File: src/rtl/serial_subtractor_ctrl.sv
`default_nettype none
// ============================================================================
// Module   : serial_subtractor_ctrl
// Brief    : Bit-serial WIDTH-bit subtractor; one full_subtractor cell is
//            time-shared LSB first, one bit per clock.
// Revision : 1.0
// ============================================================================

module full_subtractor (
    input  logic A,
    input  logic B,
    input  logic Bin,
    output logic D,
    output logic Bout
);
    assign D    = A ^ B ^ Bin;
    assign Bout = (~A & B) | (~(A ^ B) & Bin);
endmodule

module serial_subtractor_ctrl #(
    parameter int WIDTH = 8
) (
    input  logic             clk,
    input  logic             rst,
    input  logic             start,
    input  logic [WIDTH-1:0] a_in,
    input  logic [WIDTH-1:0] b_in,
    input  logic             borrow_in,
    output logic             busy,
    output logic             done,
    output logic [WIDTH-1:0] diff_out,
    output logic             borrow_out
);
    localparam int             CW   = (WIDTH > 1) ? $clog2(WIDTH) : 1;
    localparam logic [CW-1:0]  LAST = CW'(WIDTH - 1);

    typedef enum logic [1:0] {
        S_IDLE = 2'd0,
        S_RUN  = 2'd1,
        S_DONE = 2'd2
    } state_t;

    state_t           state_q, state_d;
    logic [CW-1:0]    cnt_q, cnt_d;
    logic [WIDTH-1:0] a_sr_q, a_sr_d;
    logic [WIDTH-1:0] b_sr_q, b_sr_d;
    logic             borrow_q, borrow_d;
    logic [WIDTH-1:0] res_q, res_d;
    logic [WIDTH-1:0] diff_q, diff_d;
    logic             bout_q, bout_d;

    logic w_d;
    logic w_bout;

    full_subtractor u_cell (
        .A    (a_sr_q[0]),
        .B    (b_sr_q[0]),
        .Bin  (borrow_q),
        .D    (w_d),
        .Bout (w_bout)
    );

    always_ff @(posedge clk) begin
        if (rst) begin
            state_q  <= S_IDLE;
            cnt_q    <= '0;
            a_sr_q   <= '0;
            b_sr_q   <= '0;
            borrow_q <= 1'b0;
            res_q    <= '0;
            diff_q   <= '0;
            bout_q   <= 1'b0;
        end else begin
            state_q  <= state_d;
            cnt_q    <= cnt_d;
            a_sr_q   <= a_sr_d;
            b_sr_q   <= b_sr_d;
            borrow_q <= borrow_d;
            res_q    <= res_d;
            diff_q   <= diff_d;
            bout_q   <= bout_d;
        end
    end

    always_comb begin
        state_d  = state_q;
        cnt_d    = cnt_q;
        a_sr_d   = a_sr_q;
        b_sr_d   = b_sr_q;
        borrow_d = borrow_q;
        res_d    = res_q;
        diff_d   = diff_q;
        bout_d   = bout_q;
        case (state_q)
            S_IDLE: begin
                if (start) begin
                    state_d  = S_RUN;
                    a_sr_d   = a_in;
                    b_sr_d   = b_in;
                    borrow_d = borrow_in;
                    cnt_d    = '0;
                end
            end
            S_RUN: begin
                a_sr_d   = a_sr_q >> 1;
                b_sr_d   = b_sr_q >> 1;
                borrow_d = w_bout;
                res_d    = {w_d, res_q[WIDTH-1:1]};
                if (cnt_q == LAST) begin
                    // Count is held at the last bit so it never wraps.
                    state_d = S_DONE;
                    diff_d  = {w_d, res_q[WIDTH-1:1]};
                    bout_d  = w_bout;
                end else begin
                    cnt_d = cnt_q + CW'(1);
                end
            end
            S_DONE: begin
                state_d = S_IDLE;
            end
            default: begin
                state_d = S_IDLE;
            end
        endcase
    end

    assign busy       = (state_q == S_RUN) || (state_q == S_DONE);
    assign done       = (state_q == S_DONE);
    assign diff_out   = diff_q;
    assign borrow_out = bout_q;

endmodule
`default_nettype wire

File: config.mk
export PLATFORM = sky130hd
export DESIGN_NAME = serial_subtractor_ctrl
export DESIGN_NICKNAME = d
export VERILOG_FILES = /design/src/rtl/serial_subtractor_ctrl.sv
export SDC_FILE = /design/constraint.sdc
export NUM_CORES = 1
export LEC_CHECK = 0
export CORE_ASPECT_RATIO = 0.9
export CORE_UTILIZATION = 35
export DETAILED_ROUTE_END_ITERATION = 10
export HOLD_SLACK_MARGIN = 0.02
export PLACE_DENSITY = 0.58
export SETUP_SLACK_MARGIN = 0.05
export SLEW_MARGIN = 20
export SYNTH_ARGS = -nofsm -noshare
export SYNTH_HDL_FRONTEND = slang
export SYNTH_SLANG_ARGS = --single-unit
File: constraint.sdc
create_clock -name clk -period 2.13 [get_ports clk]
set_clock_uncertainty 0.15 [all_clocks]
set_input_delay 0.3195 -clock clk [delete_from_list [all_inputs] [get_ports clk]]
set_output_delay 0.3195 -clock clk [all_outputs]
set_load 0.02 [all_outputs]
; ---- Word level (Yosys, flattened, before mapping)
; Cells that the tools add are included.
[op_classes]
addsub = 1
n_eq_ne = 6
mux = 12
bitwise_logic = 7
reduce_logical = 7
[ops]
columns = op, count
row1 = 8-bit one-hot mux with 2 select lines, 2
row2 = 8-bit 2-to-1 mux, 2
row3 = 3-bit 2-to-1 mux, 2
row4 = 2-bit inequality test (second input constant), 3
row5 = 3-bit one-hot mux with 2 select lines, 1
row6 = 2-bit AND reduction, 3
row7 = 2-bit 2-to-1 mux, 2
row8 = 2-bit one-hot mux with 2 select lines, 1
row9 = 3-bit by 1-bit adder with 3-bit output (second input constant), 1
row10 = 3-bit equality test (second input constant), 1
row11 = 3-bit AND reduction, 1
row12 = 1-bit AND, 2
row13 = 2-bit by 1-bit equality test with 1-bit output (second input constant), 1
row14 = 2-bit equality test (second input constant), 1
row15 = 2-bit zero test, 1
row16 = 1-bit NOT, 2
row17 = 1-bit one-hot mux with 2 select lines, 1
row18 = 2-bit nonzero test, 1
row19 = 1-bit bitwise XOR, 2
row20 = 1-bit logical OR, 1
row21 = 1-bit 2-to-1 mux, 1
row22 = 1-bit OR, 1
[totals]
ff_bits = 39
inputBits = 20
out_inout_bits = 11

; ---- Longest topological paths before layout
; Gate-level depths: netlist of run 1.
[logic_depth]
word_depth = 5
mapped_depth = 7
ltp_nobuf = 5

; ---- Cells and area by module
; A second synthesis of run 1 with hierarchy kept.
[hier_totals]
hier_cells = 179
hier_area_um2 = 1664.1
[modules_own_cells]
columns = mod, n_inst, cells_per_inst, area_per_inst_um2, seq_area_each_um2
row1 = serial_subtractor_ctrl, 1, 175, 1632.8, 760.7
row2 = full_subtractor, 1, 4, 31.3, 0.0

; ---- Worst setup path before layout of run 1
; OpenSTA, ideal clock, no wires.
[synth_path]
path_type = reg2reg
from = register state_q[0]
to = register cnt_q[1]
setup_ns = 0.087
arrival_ns = 1.447
slack_ns = 0.446
stages_incl_launch_ff = 6
path_buffers = 0
period_less_slack_ns = 1.684
cell_sequence = dfxtp_1 > inv_1 > ha_1 > nor2b_1 > or3_4 > o31ai_1
[synth_via]
elab_chain_len = 3
elab_cells_between_ends = 7
[synth_rtl]
columns = item, line_no
row1 = "start, declared", 43  ; state_t state_q, state_d;
row2 = "start signal, assigned", 74  ; state_q <= state_d;
row3 = 2-bit by 1-bit equality test with 1-bit output / 2-bit zero test (equally long branches), 94  ; case (state_q)
row4 = 2-bit inequality test (no source line) / 2-bit nonzero test (equally long branches), n/a
row5 = 3-bit AND reduction (no source line), n/a
row6 = "end signal, assigned", 75  ; cnt_q <= cnt_d;
row7 = "end, declared", 44  ; logic [CW-1:0] cnt_q, cnt_d;
; Several ways; a longest one is shown, not always the timed one.
; A chain may end at the register's enable or synchronous reset.

; ---- Worst setup path after layout of run 1
[layout_path]
from = register state_q[0]
to = output port done
[layout_via]
elab_chain_len = 1
[layout_rtl]
columns = item, line_no
row1 = 2-bit equality test, 128  ; assign done = (state_q == S_DONE);
row2 = "end, declared", 30  ; output logic done,
; Every way passes these cells.

==> results of run 1 <==
## registers in the layout, summed over array words and instances, names as in the netlist
signal / flops
res_q: 7
a_sr_q: 8
borrow_out: 1
diff_out: 8
state_q: 2
b_sr_q: 8
cnt_q: 3
borrow_q: 1
## layer usage
layer | vias to the layer above | track usage (%)
li1 | 686 | -
met3 | 4 | 3.58
met4 | 0 | 7.31
met1 | 577 | 17.1
met2 | 32 | 24.8
met5 | - | 0
## per-stage QoR
stage	cell area [um^2]	instances	hold WS, ns	util [%]
detailed placement	2040	265	0.294	45.0
finish	2140	273	0.306	47.0
CTS	2140	273	0.308	47.0
floorplan	1680	180	0.281	-
global placement	2040	265	0.293	45.0
global route	2140	273	0.326	47.0
## power by group
part | switching (mW) | internal, mW
combinational | 0.172 | 0.167
sequential | 0.0309 | 0.765
clock | 0.247 | 0.260
total | 0.449 | 1.19
## cells by family after synthesis
| family | Yosys count | synth area share [%] |
|---|---|---|
| AO/OA/AOI/OAI | 38 | 15.1 |
| multiplexers | 23 | 13.8 |
| adder cells (fa/ha/maj) | 8 | 6.39 |
| AND/OR/NAND/NOR | 55 | 14.3 |
| flip-flops | 38 | 45.2 |
| buffers and inverters | 18 | 5.28 |
## final timing paths
kind | start | endpoint | slack, ns | depth (start not counted)
worst min-delay path | diff_out[4] | diff_out[4] | 0.31 | 2
worst max-delay path | state_q[0] | done | 0.17 | 3
worst max register to register | state_q[0] | cnt_q[2] | 0.27 | 5
worst min register to register | diff_out[4] | diff_out[4] | 0.31 | 2
## critical path, delay by kind of cell (launching register included)
family / cells / cell delay, ns
fa+ha+maj: 1 / 0.16
buf+inv: 2 / 0.72
flops: 1 / 0.33
## cell type report
cell class                 count  area (um^2)
timing repair buffer          35          349
inverter                       6         22.5
sequential                    38          761
clock inverter                 2         12.5
tap                           62         77.6
multi-input combinational    124          833
clock buffer                   6         82.6
fill                         464         2410
## Yosys cell counts, drive strengths merged, types with 2 or more instances
library cell,instances
o31ai,2
buf,8
a21oi,11
nor2,26
o21ai,3
inv,6
nand2,20
nor2b,2
dfxtp,38
mux2i,22
ha,7
clkbuf,4
o311ai,3
a211oi,16
==> results by group, run 1 <==
Placement
  – Pre-CTS setup slack: 0.220 ns
  – IO buf count: 30
  – Post-detail-place hpwl: roughly 2.3 mm
  – RePlAce Congestion: 0.713

Floorplan
  – Io pins: 31
  – Chip Width: 75.1 um
  – Rows: 23
  – Initial core utilization: 37.0%
  – Die ar.: approximately 5100 um^2
  – Core area: roughly 4500 um^2
  – Die H: around 68 um

STA
  – Min Tclk post-route: about 2.0 ns
  – RSZ-0062 raised after global routing: no
  – Final setup fails: 0
  – Worst setup margin: approximately 0.17 ns
  – Pins Over Slew Limit: 0
  – Worst Tran Pin Value: 0.359 ns
  – Fmax: around 0.51 GHz
  – Final hold violation count: 0
  – Tcrit/Tclk final: between 90 and 100%
  – Setup_tns: 0 ns
  – Max_slew headroom: 75.7%

Pwr
  – Power per cell area: ~770 nW/um^2
  – Peak supply drop: about 0.4 mV
  – Final Power: ~1.6 mW
  – Leak: roughly 0.79 nW

Drt
  – Met3 routed WL: approximately 120 um
  – Total Wirelength: between 3 and 4 mm
  – Vias: between 1k and 1.5k
  – Drt wl/cell: between 10 and 15 um
  – Met1 WL: 1.51 mm
  – Vias/cell: ~4.8
  – 1st-iter DRT viols: 28
  – Met2 routed WL: 1.54 mm
  – DRT antenna net count: 0
  – Highest Signal Layer: met4
  – Residual DRC: 0
  – First-pass iteration count of the detailed router: 3

Clock tree
  – Clk sinks: 38
  – CTS tree: built
  – Post-CTS Setup Inserts: 0
  – Root Driver: clkbuf_8
  – Skew-Pair Late Insertion Delay: approximately 0.28 ns
  – Cts repair resizes: 1
  – H-tree depth: 2
  – Post-CTS Hold Fix Bufs: 0
  – CTS buffer count: 5
  – CTS clk-pin slew, worst paths: 0.08 ns
  – Clock Tree Buf Depth: 2

Global routing
  – First-pass GRT wire length: 5.51 mm
  – Total grt overflow: 0
  – Aggregate global-route resource usage: roughly 15%
  – Vias in the first global route: ~1.3k
  – Largest net degree at the start of global routing: 36
  – Initial antenna violation count: 0

Synth
  – Sequential share of the synthesized area: 45.2%
  – Cell count after synthesis: 180
  – Synthesized area per cell: just over 9 um^2
  – Top_reg_cell synth: dfxtp_1
  – Yosys warns: 0
  – Area share of the largest cell type after synthesis: a little under half
  – Top post-synthesis cells by area: dfxtp_1 (45%), mux2i_1 (13%), a211oi_1 (7.1%)
  – Ys async rst share: 0%
  – Area of the mapped netlist: between 1500 and 2000 um^2
  – Seq cells post-synth: 38
  – Post-synth EDFFs: 0
  – Distinct cells, synth: 28
  – Post-synth top area cell: dfxtp_1
  – Post-synthesis net count: 208

Critical path
  – Worst Setup Start Kind: flip-flop
  – CP Class: flip-flop to primary output
  – Crit path capture type: primary output
  – CP max FO: 4
  – Cell Chain, Critical Path: inv_1, ha_1, clkdlybuf4s50_1
  – Crit path arrival time: 1.49 ns
  – Max incr delay on CP: between 0.5 and 0.6 ns
  – WP data required: roughly 1.7 ns
  – Critical-path top delay cell: clkdlybuf4s50_1

Run status
  – Outcome: finished clean

Hold path
  – Worst Hold Class: flip-flop to flip-flop

Final layout
  – Diodes inserted: 0
  – Commonest cells after routing, fill and taps aside: dfxtp_1 (38), clkdlybuf4s50_1 (29), nor2_1 (26)
  – Layout cells sized above 1: under 10%
  – Commonest non-fill, non-tap cell in the layout: dfxtp_1
  – Layout Nets: ~240
  – P&R area growth vs syn: 27.1%

Flow run
  – Max-cap check violation count: 0
No activity file was read; power rests on OpenSTA's default activity.
==> inputs of run 2 (changes only) <==
==> constraint.sdc (replaced) <==
create_clock -name clk -period 2.1 [get_ports clk]
set_clock_uncertainty 0.15 [all_clocks]
set_input_delay 0.315 -clock clk [delete_from_list [all_inputs] [get_ports clk]]
set_output_delay 0.315 -clock clk [all_outputs]
set_load 0.02 [all_outputs]
==> run 2 against run 1 <==
Effect of this change:
- via count up 2.4%
- total power is 2.4% higher
- sequential share of layout area is 0.25 points lower
- clock power rose by 4%
- first-iteration DRC count grew 50%
- setup slack gained 0.063 ns
- global-route usage shrank 0.21 points
- sequential power grew 1%
- sequential cell count is the same
- largest cell class unchanged
==> results by group, run 2 (synthesis gave the netlist of run 1 again) <==
Floorplan
  – Chip Width: 75.1 um (unchanged)
  – Core area: 4550 um^2 (unchanged)
  – Io pins: 31 (unchanged)
  – Rows: 23 (unchanged)
  – Die H: 67.8 um (unchanged)
  – Die ar.: 5090 um^2 (unchanged)
  – Initial core utilization: 37.0% (unchanged)

Clock tree
  – Skew-Pair Late Insertion Delay: 0.29 ns (about the same)
  – Cts repair resizes: 1 (unchanged)
  – Post-CTS Setup Inserts: 0 (unchanged)
  – Clk sinks: 38 (unchanged)
  – H-tree depth: 2 (unchanged)
  – Post-CTS Hold Fix Bufs: 0 (unchanged)
  – CTS tree: built
  – Clock Tree Buf Depth: 2 (unchanged)
  – Root Driver: clkbuf_8
  – CTS buffer count: 5 (unchanged)
  – CTS clk-pin slew, worst paths: 0.08 ns (about the same)

Drt
  – Met2 routed WL: 1.50 mm (-2.7%)
  – 1st-iter DRT viols: 42 (+50%)
  – Highest Signal Layer: met4
  – Drt wl/cell: 11.9 um (+1.1%)
  – Residual DRC: 0 (unchanged)
  – Vias: 1330 (+2.4%)
  – Vias/cell: 4.87 (+2.4%)
  – Total Wirelength: 3.24 mm (+1.1%)
  – Met1 WL: 1.53 mm (+1.5%)
  – Met3 routed WL: 145 um (+19%)
  – First-pass iteration count of the detailed router: 4 (+1)
  – DRT antenna net count: 0 (unchanged)

Critical path
  – Cell Chain, Critical Path: inv_1, ha_1, nor2b_1, or3_4, o31ai_1
  – CP max FO: 8 (+4)
  – CP Class: flip-flop to flip-flop
  – Critical-path top delay cell: or3_4
  – Max incr delay on CP: 0.41 ns (-0.18 ns)
  – Crit path capture type: flip-flop
  – WP data required: 2.15 ns (+0.49 ns)
  – Crit path arrival time: 1.92 ns (+0.43 ns)
  – Worst Setup Start Kind: flip-flop

Global routing
  – Largest net degree at the start of global routing: 33 (-8.3%)
  – Vias in the first global route: 1223 (-6.9%)
  – Aggregate global-route resource usage: 14.4% (-0.21 points)
  – Total grt overflow: 0 (unchanged)
  – Initial antenna violation count: 0 (unchanged)
  – First-pass GRT wire length: 5.33 mm (-3.4%)

STA
  – Final hold violation count: 0 (unchanged)
  – Min Tclk post-route: 1.87 ns
  – Pins Over Slew Limit: 0 (unchanged)
  – Setup_tns: 0 ns (unchanged)
  – Fmax: between 0.5 and 0.6 GHz
  – Worst setup margin: 0.231 ns (+0.0632 ns)
  – RSZ-0062 raised after global routing: no
  – Max_slew headroom: 70.9% (-4.8 points)
  – Final setup fails: 0 (unchanged)
  – Tcrit/Tclk final: between 80% and 90%
  – Worst Tran Pin Value: 0.431 ns (+0.0712 ns)

Placement
  – IO buf count: 30 (unchanged)
  – Dpl cells: 265 (unchanged)
  – RePlAce Congestion: 0.721 (+1.1%)
  – Post-detail-place hpwl: 2.33 mm (+0.29%)
  – Pre-CTS setup slack: 0.213 ns (-0.00655 ns)

Run status
  – Outcome: finished clean

Flow run
  – Max-cap check violation count: 0 (unchanged)

Final layout
  – Fill count: 482 (+3.9%)
  – Diodes inserted: 0 (unchanged)
  – Commonest cells after routing, fill and taps aside: dfxtp_1 (38), clkdlybuf4s50_1 (28), nor2_1 (26)
  – Layout cells sized above 1: 7.58% (unchanged)
  – Fin cells: 273 (unchanged)
  – Layout Nets: 238 (unchanged)
  – Commonest non-fill, non-tap cell in the layout: dfxtp_1
  – P&R area growth vs syn: 28.0%

Pwr
  – Power per cell area: 781 nW/um^2 (+1.7%)
  – Leak: 0.810 nW (+3.0%)
  – Peak supply drop: 0.423 mV (+3.5%)

Hold path
  – Worst Hold Class: flip-flop to flip-flop
-- run 2: changes by cell type in the layout (fill, tap and decap cells not counted), sizes merged --
| cell | before | now |
|---|---|---|
| clkdlybuf4s50 | 29 | 28 |
| dlymetal6s2s | 0 | 1 |
-- run 2: layout make-up --
class | count | area, um^2 | area share (%)
multi-input cells | 124 | 833 | 38.7
clock buffers | 6 | 82.6 | 3.83
well taps | 62 | 77.6 | 3.60
repair buffers | 35 | 364 | 16.9
inverters | 6 | 22.5 | 1.05
clock inverters | 2 | 12.5 | 0.581
flip-flops and latches | 38 | 761 | 35.3
-- run 2: through the flow --
stage | hold WS [ns] | utilization (%) | total power, mW | area [um^2]
4_1_cts | 0.310 | 47.3 | 1.70 | 2150
3_3_place_gp | 0.293 | 45.2 | 1.16 | 2060
2_1_floorplan | 0.281 | - | 1.07 | 1680
5_1_grt | 0.327 | 47.4 | 1.77 | 2150
3_5_place_dp | 0.299 | 45.2 | 1.17 | 2060
6_report | 0.305 | 47.4 | 1.68 | 2150
-- run 2: report_power, final --
part           internal, mW  total [mW]  switching, mW  leakage, nW
logic                 0.172       0.347          0.174        0.452
registers             0.775       0.807         0.0320        0.310
clock network         0.264       0.526          0.263       0.0472
total                  1.21        1.68          0.469        0.810
-- run 2: path summary, 6_finish.rpt --
check	slack, ns	depth (start not counted)	endpoint	startpoint
hold reg to reg	0.31	2	diff_out[2]	diff_out[2]
setup / recovery	0.23	5	cnt_q[2]	state_q[0]
setup reg to reg	0.23	5	cnt_q[2]	state_q[0]
hold / removal	0.31	2	diff_out[2]	diff_out[2]
-- run 2: metal layers --
layer	GRT usage, %	up-vias
met5	0	-
met4	7.31	0
met3	4.33	7
met2	23.0	36
met1	17.5	599
li1	-	688
-- run 2: critical path, delay by kind of cell (launching register included) --
family,cells,cell delay (ns)
AOI/OAI and AO/OA,1,0.24
adders and majority gates,1,0.30
buffers and inverters,1,0.10
DFF,1,0.37
and+or+nand+nor,2,0.63
==> inputs of run 3 (changes only) <==
--- a/config.mk
+++ b/config.mk
@@ -5,6 +5,7 @@
 export SDC_FILE = /design/constraint.sdc
 export NUM_CORES = 1
 export LEC_CHECK = 0
+export CAP_MARGIN = 30
 export CORE_ASPECT_RATIO = 0.9
 export CORE_UTILIZATION = 35
 export DETAILED_ROUTE_END_ITERATION = 10
==> results of run 3 <==
Same layout as run 2: the final DEF is identical, and so are final timing and power.
